$ cat config.mk
export PLATFORM = sky130hd
export DESIGN_NAME = xr_host_port
export DESIGN_NICKNAME = d
export VERILOG_FILES = /design/src/rtl/xr_host_port.sv
export SDC_FILE = /design/constraint.sdc
export NUM_CORES = 1
export LEC_CHECK = 0
export BUFFER_PORTS_ARGS = -buffer_cell sky130_fd_sc_hd__buf_2
export CORE_MARGIN = 3
export CORE_UTILIZATION = 51
export DETAILED_ROUTE_END_ITERATION = 10
export GPL_TIMING_DRIVEN = 1
export PLACE_DENSITY = 0.85
export SYNTH_ARGS = -nofsm -noshare
export SYNTH_HDL_FRONTEND = slang
export SYNTH_SLANG_ARGS = --single-unit
$ cat constraint.sdc
create_clock -name clk -period 2.9 [get_ports clk]
set_input_delay 0.145 -clock clk [delete_from_list [all_inputs] [get_ports clk]]
set_output_delay 0.145 -clock clk [all_outputs]
set_load 0.01 [all_outputs]
$ cat src/rtl/xr_host_port.sv
// Host-side initiator for the XR bus: turns host register strobes into single
// xr_sel/xr_ack transactions and keeps one read-ahead word for the host.
module xr_host_port #(
    parameter bit PREFETCH = 1'b1
) (
    input  logic        clk,
    input  logic        reset_i,
    input  logic        addr_wr_i,
    input  logic [15:0] addr_i,
    input  logic        data_wr_i,
    input  logic [15:0] data_i,
    input  logic        data_rd_i,
    input  logic [15:0] incr_i,
    output logic [15:0] rd_data_o,
    output logic        busy_o,
    output logic        overrun_o,
    output logic        xr_sel_o,
    input  logic        xr_ack_i,
    output logic        xr_wr_o,
    output logic [15:0] xr_addr_o,
    output logic [15:0] xr_data_o,
    input  logic [15:0] xr_data_i
);

    typedef enum logic [1:0] {
        IDLE = 2'd0,
        WR   = 2'd1,
        GAP  = 2'd2,
        RD   = 2'd3
    } state_t;

    state_t      state_q, state_d;
    logic [15:0] addr_q, addr_d;
    logic [15:0] rd_data_q, rd_data_d;
    logic        busy_q, busy_d;
    logic        overrun_q, overrun_d;
    logic        xr_sel_q, xr_sel_d;
    logic        xr_wr_q, xr_wr_d;
    logic [15:0] xr_addr_q, xr_addr_d;
    logic [15:0] xr_data_q, xr_data_d;

    logic        any_strobe;
    logic        multi_strobe;
    logic [15:0] addr_next;

    assign any_strobe   = addr_wr_i | data_wr_i | data_rd_i;
    assign multi_strobe = (addr_wr_i & (data_wr_i | data_rd_i)) | (data_wr_i & data_rd_i);
    assign addr_next    = addr_q + incr_i;

    always_comb begin
        state_d   = state_q;
        addr_d    = addr_q;
        rd_data_d = rd_data_q;
        overrun_d = 1'b0;
        xr_sel_d  = xr_sel_q;
        xr_wr_d   = xr_wr_q;
        xr_addr_d = xr_addr_q;
        xr_data_d = xr_data_q;

        case (state_q)
            IDLE: begin
                // Strobe priority: addr_wr > data_wr > data_rd; losers are reported.
                overrun_d = multi_strobe;
                if (addr_wr_i) begin
                    addr_d = addr_i;
                    if (PREFETCH) begin
                        state_d   = RD;
                        xr_sel_d  = 1'b1;
                        xr_wr_d   = 1'b0;
                        xr_addr_d = addr_i;
                    end
                end else if (data_wr_i) begin
                    state_d   = WR;
                    xr_sel_d  = 1'b1;
                    xr_wr_d   = 1'b1;
                    xr_addr_d = addr_q;
                    xr_data_d = data_i;
                end else if (data_rd_i) begin
                    addr_d = addr_next;
                    if (PREFETCH) begin
                        state_d   = RD;
                        xr_sel_d  = 1'b1;
                        xr_wr_d   = 1'b0;
                        xr_addr_d = addr_next;
                    end
                end
            end
            WR: begin
                overrun_d = any_strobe;
                if (xr_ack_i) begin
                    addr_d   = addr_next;
                    xr_sel_d = 1'b0;
                    state_d  = PREFETCH ? GAP : IDLE;
                end
            end
            GAP: begin
                // One dead cycle so the arbiter always sees sel low between requests.
                overrun_d = any_strobe;
                state_d   = RD;
                xr_sel_d  = 1'b1;
                xr_wr_d   = 1'b0;
                xr_addr_d = addr_q;
            end
            RD: begin
                overrun_d = any_strobe;
                if (xr_ack_i) begin
                    rd_data_d = xr_data_i;
                    xr_sel_d  = 1'b0;
                    state_d   = IDLE;
                end
            end
            default: begin
                state_d  = IDLE;
                xr_sel_d = 1'b0;
            end
        endcase

        busy_d = (state_d != IDLE);
    end

    always_ff @(posedge clk) begin
        if (reset_i) begin
            state_q   <= IDLE;
            addr_q    <= 16'h0000;
            rd_data_q <= 16'h0000;
            busy_q    <= 1'b0;
            overrun_q <= 1'b0;
            xr_sel_q  <= 1'b0;
            xr_wr_q   <= 1'b0;
            xr_addr_q <= 16'h0000;
            xr_data_q <= 16'h0000;
        end else begin
            state_q   <= state_d;
            addr_q    <= addr_d;
            rd_data_q <= rd_data_d;
            busy_q    <= busy_d;
            overrun_q <= overrun_d;
            xr_sel_q  <= xr_sel_d;
            xr_wr_q   <= xr_wr_d;
            xr_addr_q <= xr_addr_d;
            xr_data_q <= xr_data_d;
        end
    end

    assign rd_data_o = rd_data_q;
    assign busy_o    = busy_q;
    assign overrun_o = overrun_q;
    assign xr_sel_o  = xr_sel_q;
    assign xr_wr_o   = xr_wr_q;
    assign xr_addr_o = xr_addr_q;
    assign xr_data_o = xr_data_q;

endmodule

==> out/qor.csv <==
stage,metric,value,unit
run_status,run status,completed,
floorplan,horizontal extent of the die,92.1,um
clock_network,CTS clock-pin slew for the worst setup and hold paths,0.08,ns
drt,routed wire length per instance,16.3,um
synthesis,number of warnings printed during yosys synthesis,0,
clock_network,Num CTS Buffers,9,
drt,Detailed Route Iter0 Violations,338,
synthesis,Syn Nets,580,
drt,number of vias after detailed routing,4104,
layout,Layout Area Growth over Synthesis,24.1,%
clock_network,clock tree from TritonCTS,yes,
clock_network,PostCTS Resize Cnt,0,
clock_network,clk_lat worst skew,0.34,ns
timing,worst slew pin tran,0.789,ns
drt,WL final,11600,um
drt,post-DR vias/cell,5.79,
place,area of placed instances,0.00446,sq mm
place,cell count after placement,693,
floorplan,Die Ht,92.1,um
layout,area taken by multi-input logic gates,0.00223,sq mm
synthesis,sequential element share of the synthesized area,37.0,%
timing,Pins Over Slew Limit,0,
min_path,worst min-delay path startpoint,data_i[3],
drt,drt first pass iters,5,
critical_path,cell breakdown of the critical path,inv_1 -> a21boi_2 -> nor2_1 -> a2111oi_2,
power_and_ir_drop,Clk pwr share,32.6,%
timing,unrepaired setup endpoints after global routing,false,
timing,Max Clock Freq,0.444,GHz
global_routing,first-pass GRT wire length,18300,um
layout,area taken by flip-flops and latches,0.00140,sq mm
global_routing,final global-route overflow total,0,
place,final HPWL from detailed placement,8350,um
critical_path,startpoint types,register,
critical_path,maximum net fanout on the critical path,14,
global_routing,maximum number of pins on one net before global-route repair,40,
floorplan,count of standard-cell rows,30,
synthesis,share of flip-flops with an asynchronous set or reset,0,%
power_and_ir_drop,power per cell area,598,mW/mm^2
critical_path,data required time of the worst path,3.13,ns
layout,layout cell share with drive strength beyond 1,26.9,%
critical_path,start-to-end type of the worst setup path,register to register,
clock_network,maximum count of clock buffers along a single path,2,
timing,clock skew,0.0143,ns
power_and_ir_drop,Int Pwr,1.87,mW
run,number of violations of the max-capacitance limit,0,
power_and_ir_drop,total net switching power,0.940,mW
synthesis,"Cell Area, Synth",0.00378,sq mm
power_and_ir_drop,switching share of power,33.5,%
timing,hold slack,0.0344,ns
place,Port-buffer cells,121,
layout,Non-Filler Instances,709,
timing,minimum clock period after layout,2.25,ns
clock_network,TritonCTS sink count,70,
clock_network,number of buffers inserted to repair setup after CTS,0,
synthesis,distinct cell type count of the synthesized netlist,59,
drt,Routed Antenna Nets,0,
floorplan,Die Outline Area,0.00849,sq mm
synthesis,count of state elements after synthesis,70,
clock_network,count of hold buffers inserted by post-cts repair,0,
critical_path,Critical path origin,state_q[1],
global_routing,antenna violations before repair,0,
timing,Hold Fails Final Rpt,0,
synthesis,Main synth FF type,dfxtp_1,
min_path,type of the most critical hold path,input pin to register,
critical_path,reg-to-reg critical path startpoint,state_q[1],
synthesis,number of synthesized flops with an enable pin,0,
layout,final-layout fill cell count,616,
timing,tightest slew margin relative to the limit,47.4,%
critical_path,Worst EP arrival,2.49,ns
timing,final setup fails,0,
synthesis,Syn Area/Cell,7.66,sq um
layout,"Non-Filler Cell Area, Final",0.00469,sq mm
critical_path,CP max stage delay,0.72,ns
global_routing,number of global-route vias before repair,3860,
clock_network,depth of the CTS H-tree,3,
global_routing,overall fraction of global-route tracks in use,26.6,%
critical_path,Slowest cell on crit path,dfxtp_1,
timing,fin crit share,77.7,%
power_and_ir_drop,proportion of power drawn by flip-flops and latches,39.4,%
power_and_ir_drop,peak supply drop,0.000490,V
power_and_ir_drop,combinational share of power,28.0,%
place,gpl congestion,0.984,
floorplan,Core Box Area,0.00698,sq mm
power_and_ir_drop,leakage dissipation,2.05,nW
critical_path,CP Capture Type,register,
synthesis,count of mapped cells out of synthesis,494,
clock_network,Root Driver,clkbuf_8,
timing,final setup TNS,0,ns
layout,final net count,694,
floorplan,number of top-level design ports,122,
drt,DRC violation count after routing,0,
layout,post-layout utilization of the core,67.2,%
floorplan,initial cell density of the core,54.2,%
layout,antenna diode count,0,
sequential cells by signal (all words and copies together), names as in the netlist:
| signal | count |
|---|---|
| rd_data_o | 16 |
| state_q | 2 |
| busy_o | 1 |
| xr_data_o | 16 |
| addr_q | 16 |
| xr_sel_o | 1 |
| xr_wr_o | 1 |
| xr_addr_o | 16 |
| overrun_o | 1 |
cells by family (layout without fill, tap and decap cells):
family	count (synthesis)	in the layout	share of synthesized area [%]
and+or+nand+nor	211	211	24.6
AOI/OAI and AO/OA	148	148	25.8
adders and majority gates	16	16	5.49
DFF	70	70	37.0
xor gates and xnor gates	11	11	2.55
buffers and inverters	37	156	4.20
muxes	1	1	0.298
final timing paths:
path / to / slack, ns / cells after the start
worst min-delay path: xr_data_o[3] / 0.03 / 3
worst min register to register: xr_addr_o[0] / 0.45 / 2
worst max register to register: addr_q[10] / 0.65 / 4
worst max-delay path: addr_q[10] / 0.65 / 4
layout by cell type, fill, tap and decap left out, types with 3 or more instances in the layout:
cell,n
ha_1,15
o21ai_0,15
nand2b_1,7
buf_4,10
a221oi_1,5
inv_1,8
nor3_1,15
nand2_1,115
a211oi_1,7
a311oi_1,8
clkbuf_8,10
o21a_1,3
a211oi_2,3
a211o_1,3
a32oi_1,5
dfxtp_1,70
o21ai_1,4
xnor2_1,7
a31oi_1,7
xor2_1,4
nand3_1,14
nand3b_1,4
buf_2,121
or3_1,3
a21oi_1,66
nor2_1,38
cells in the mapped netlist, drive strengths merged, types with 3 or more instances:
cell    count  area, sq um
a211o       3         26.3
a211oi     10         85.1
a21oi      66          330
a221oi      5         43.8
a311oi      8         70.1
a31oi       7         43.8
a32oi       5         43.8
buf        13         68.8
clkbuf     15         56.3
dfxtp      70         1400
ha         15          188
inv         9         33.8
nand2     117          444
nand2b      7         43.8
nand3      14         70.1
nand3b      4         30.0
nor2       38          143
nor3       17         95.1
o21a        4         31.3
o21ai      20          111
o311ai      4         42.6
or2         3         18.8
or3         3         18.8
xnor2       7         61.3
xor2        4         35.0
power groups by stage:
stage	Sequential, mW	Clock (mW)	Combinational, mW
2_1_floorplan	1.13	0	0.526
3_5_place_dp	1.13	0	0.768
3_3_place_gp	1.12	0	0.750
6_report	1.11	0.915	0.786
5_1_grt	1.11	0.962	0.863
4_1_cts	1.10	0.925	0.774
worst max-delay path, delay by kind of cell, from the launching register on:
kind	cells	cell delay, ns
buffers and inverters	1	0.27
and+or+nand+nor	1	0.23
DFF	1	0.72
AOI/OAI and AO/OA	2	0.94
area by class of cell:
class                   instances  area share [%]
repair buffers                131            14.5
clock inverters                 6            2.00
multi-input cells             387            47.4
well taps                      96            2.56
clock buffers                  10            2.93
flip-flops and latches         70            29.9
inverters                       9           0.720
layer usage:
layer	part of all wire (%)	wire length (um)	GRT usage, %
met4	2.8	322	9.78
met3	7.9	920	4.43
met1	41	4780	34.3
met2	48	5570	44.8
met5	0	0	0
metrics by stage:
stage               setup slack, ns  total power [mW]
finish                        0.646              2.81
global route                  0.539              2.94
CTS                           0.698              2.80
detailed placement            0.706              1.89
global placement              0.767              1.87
floorplan                     0.851              1.66
Note: power is estimated with default switching activity, not from simulation.
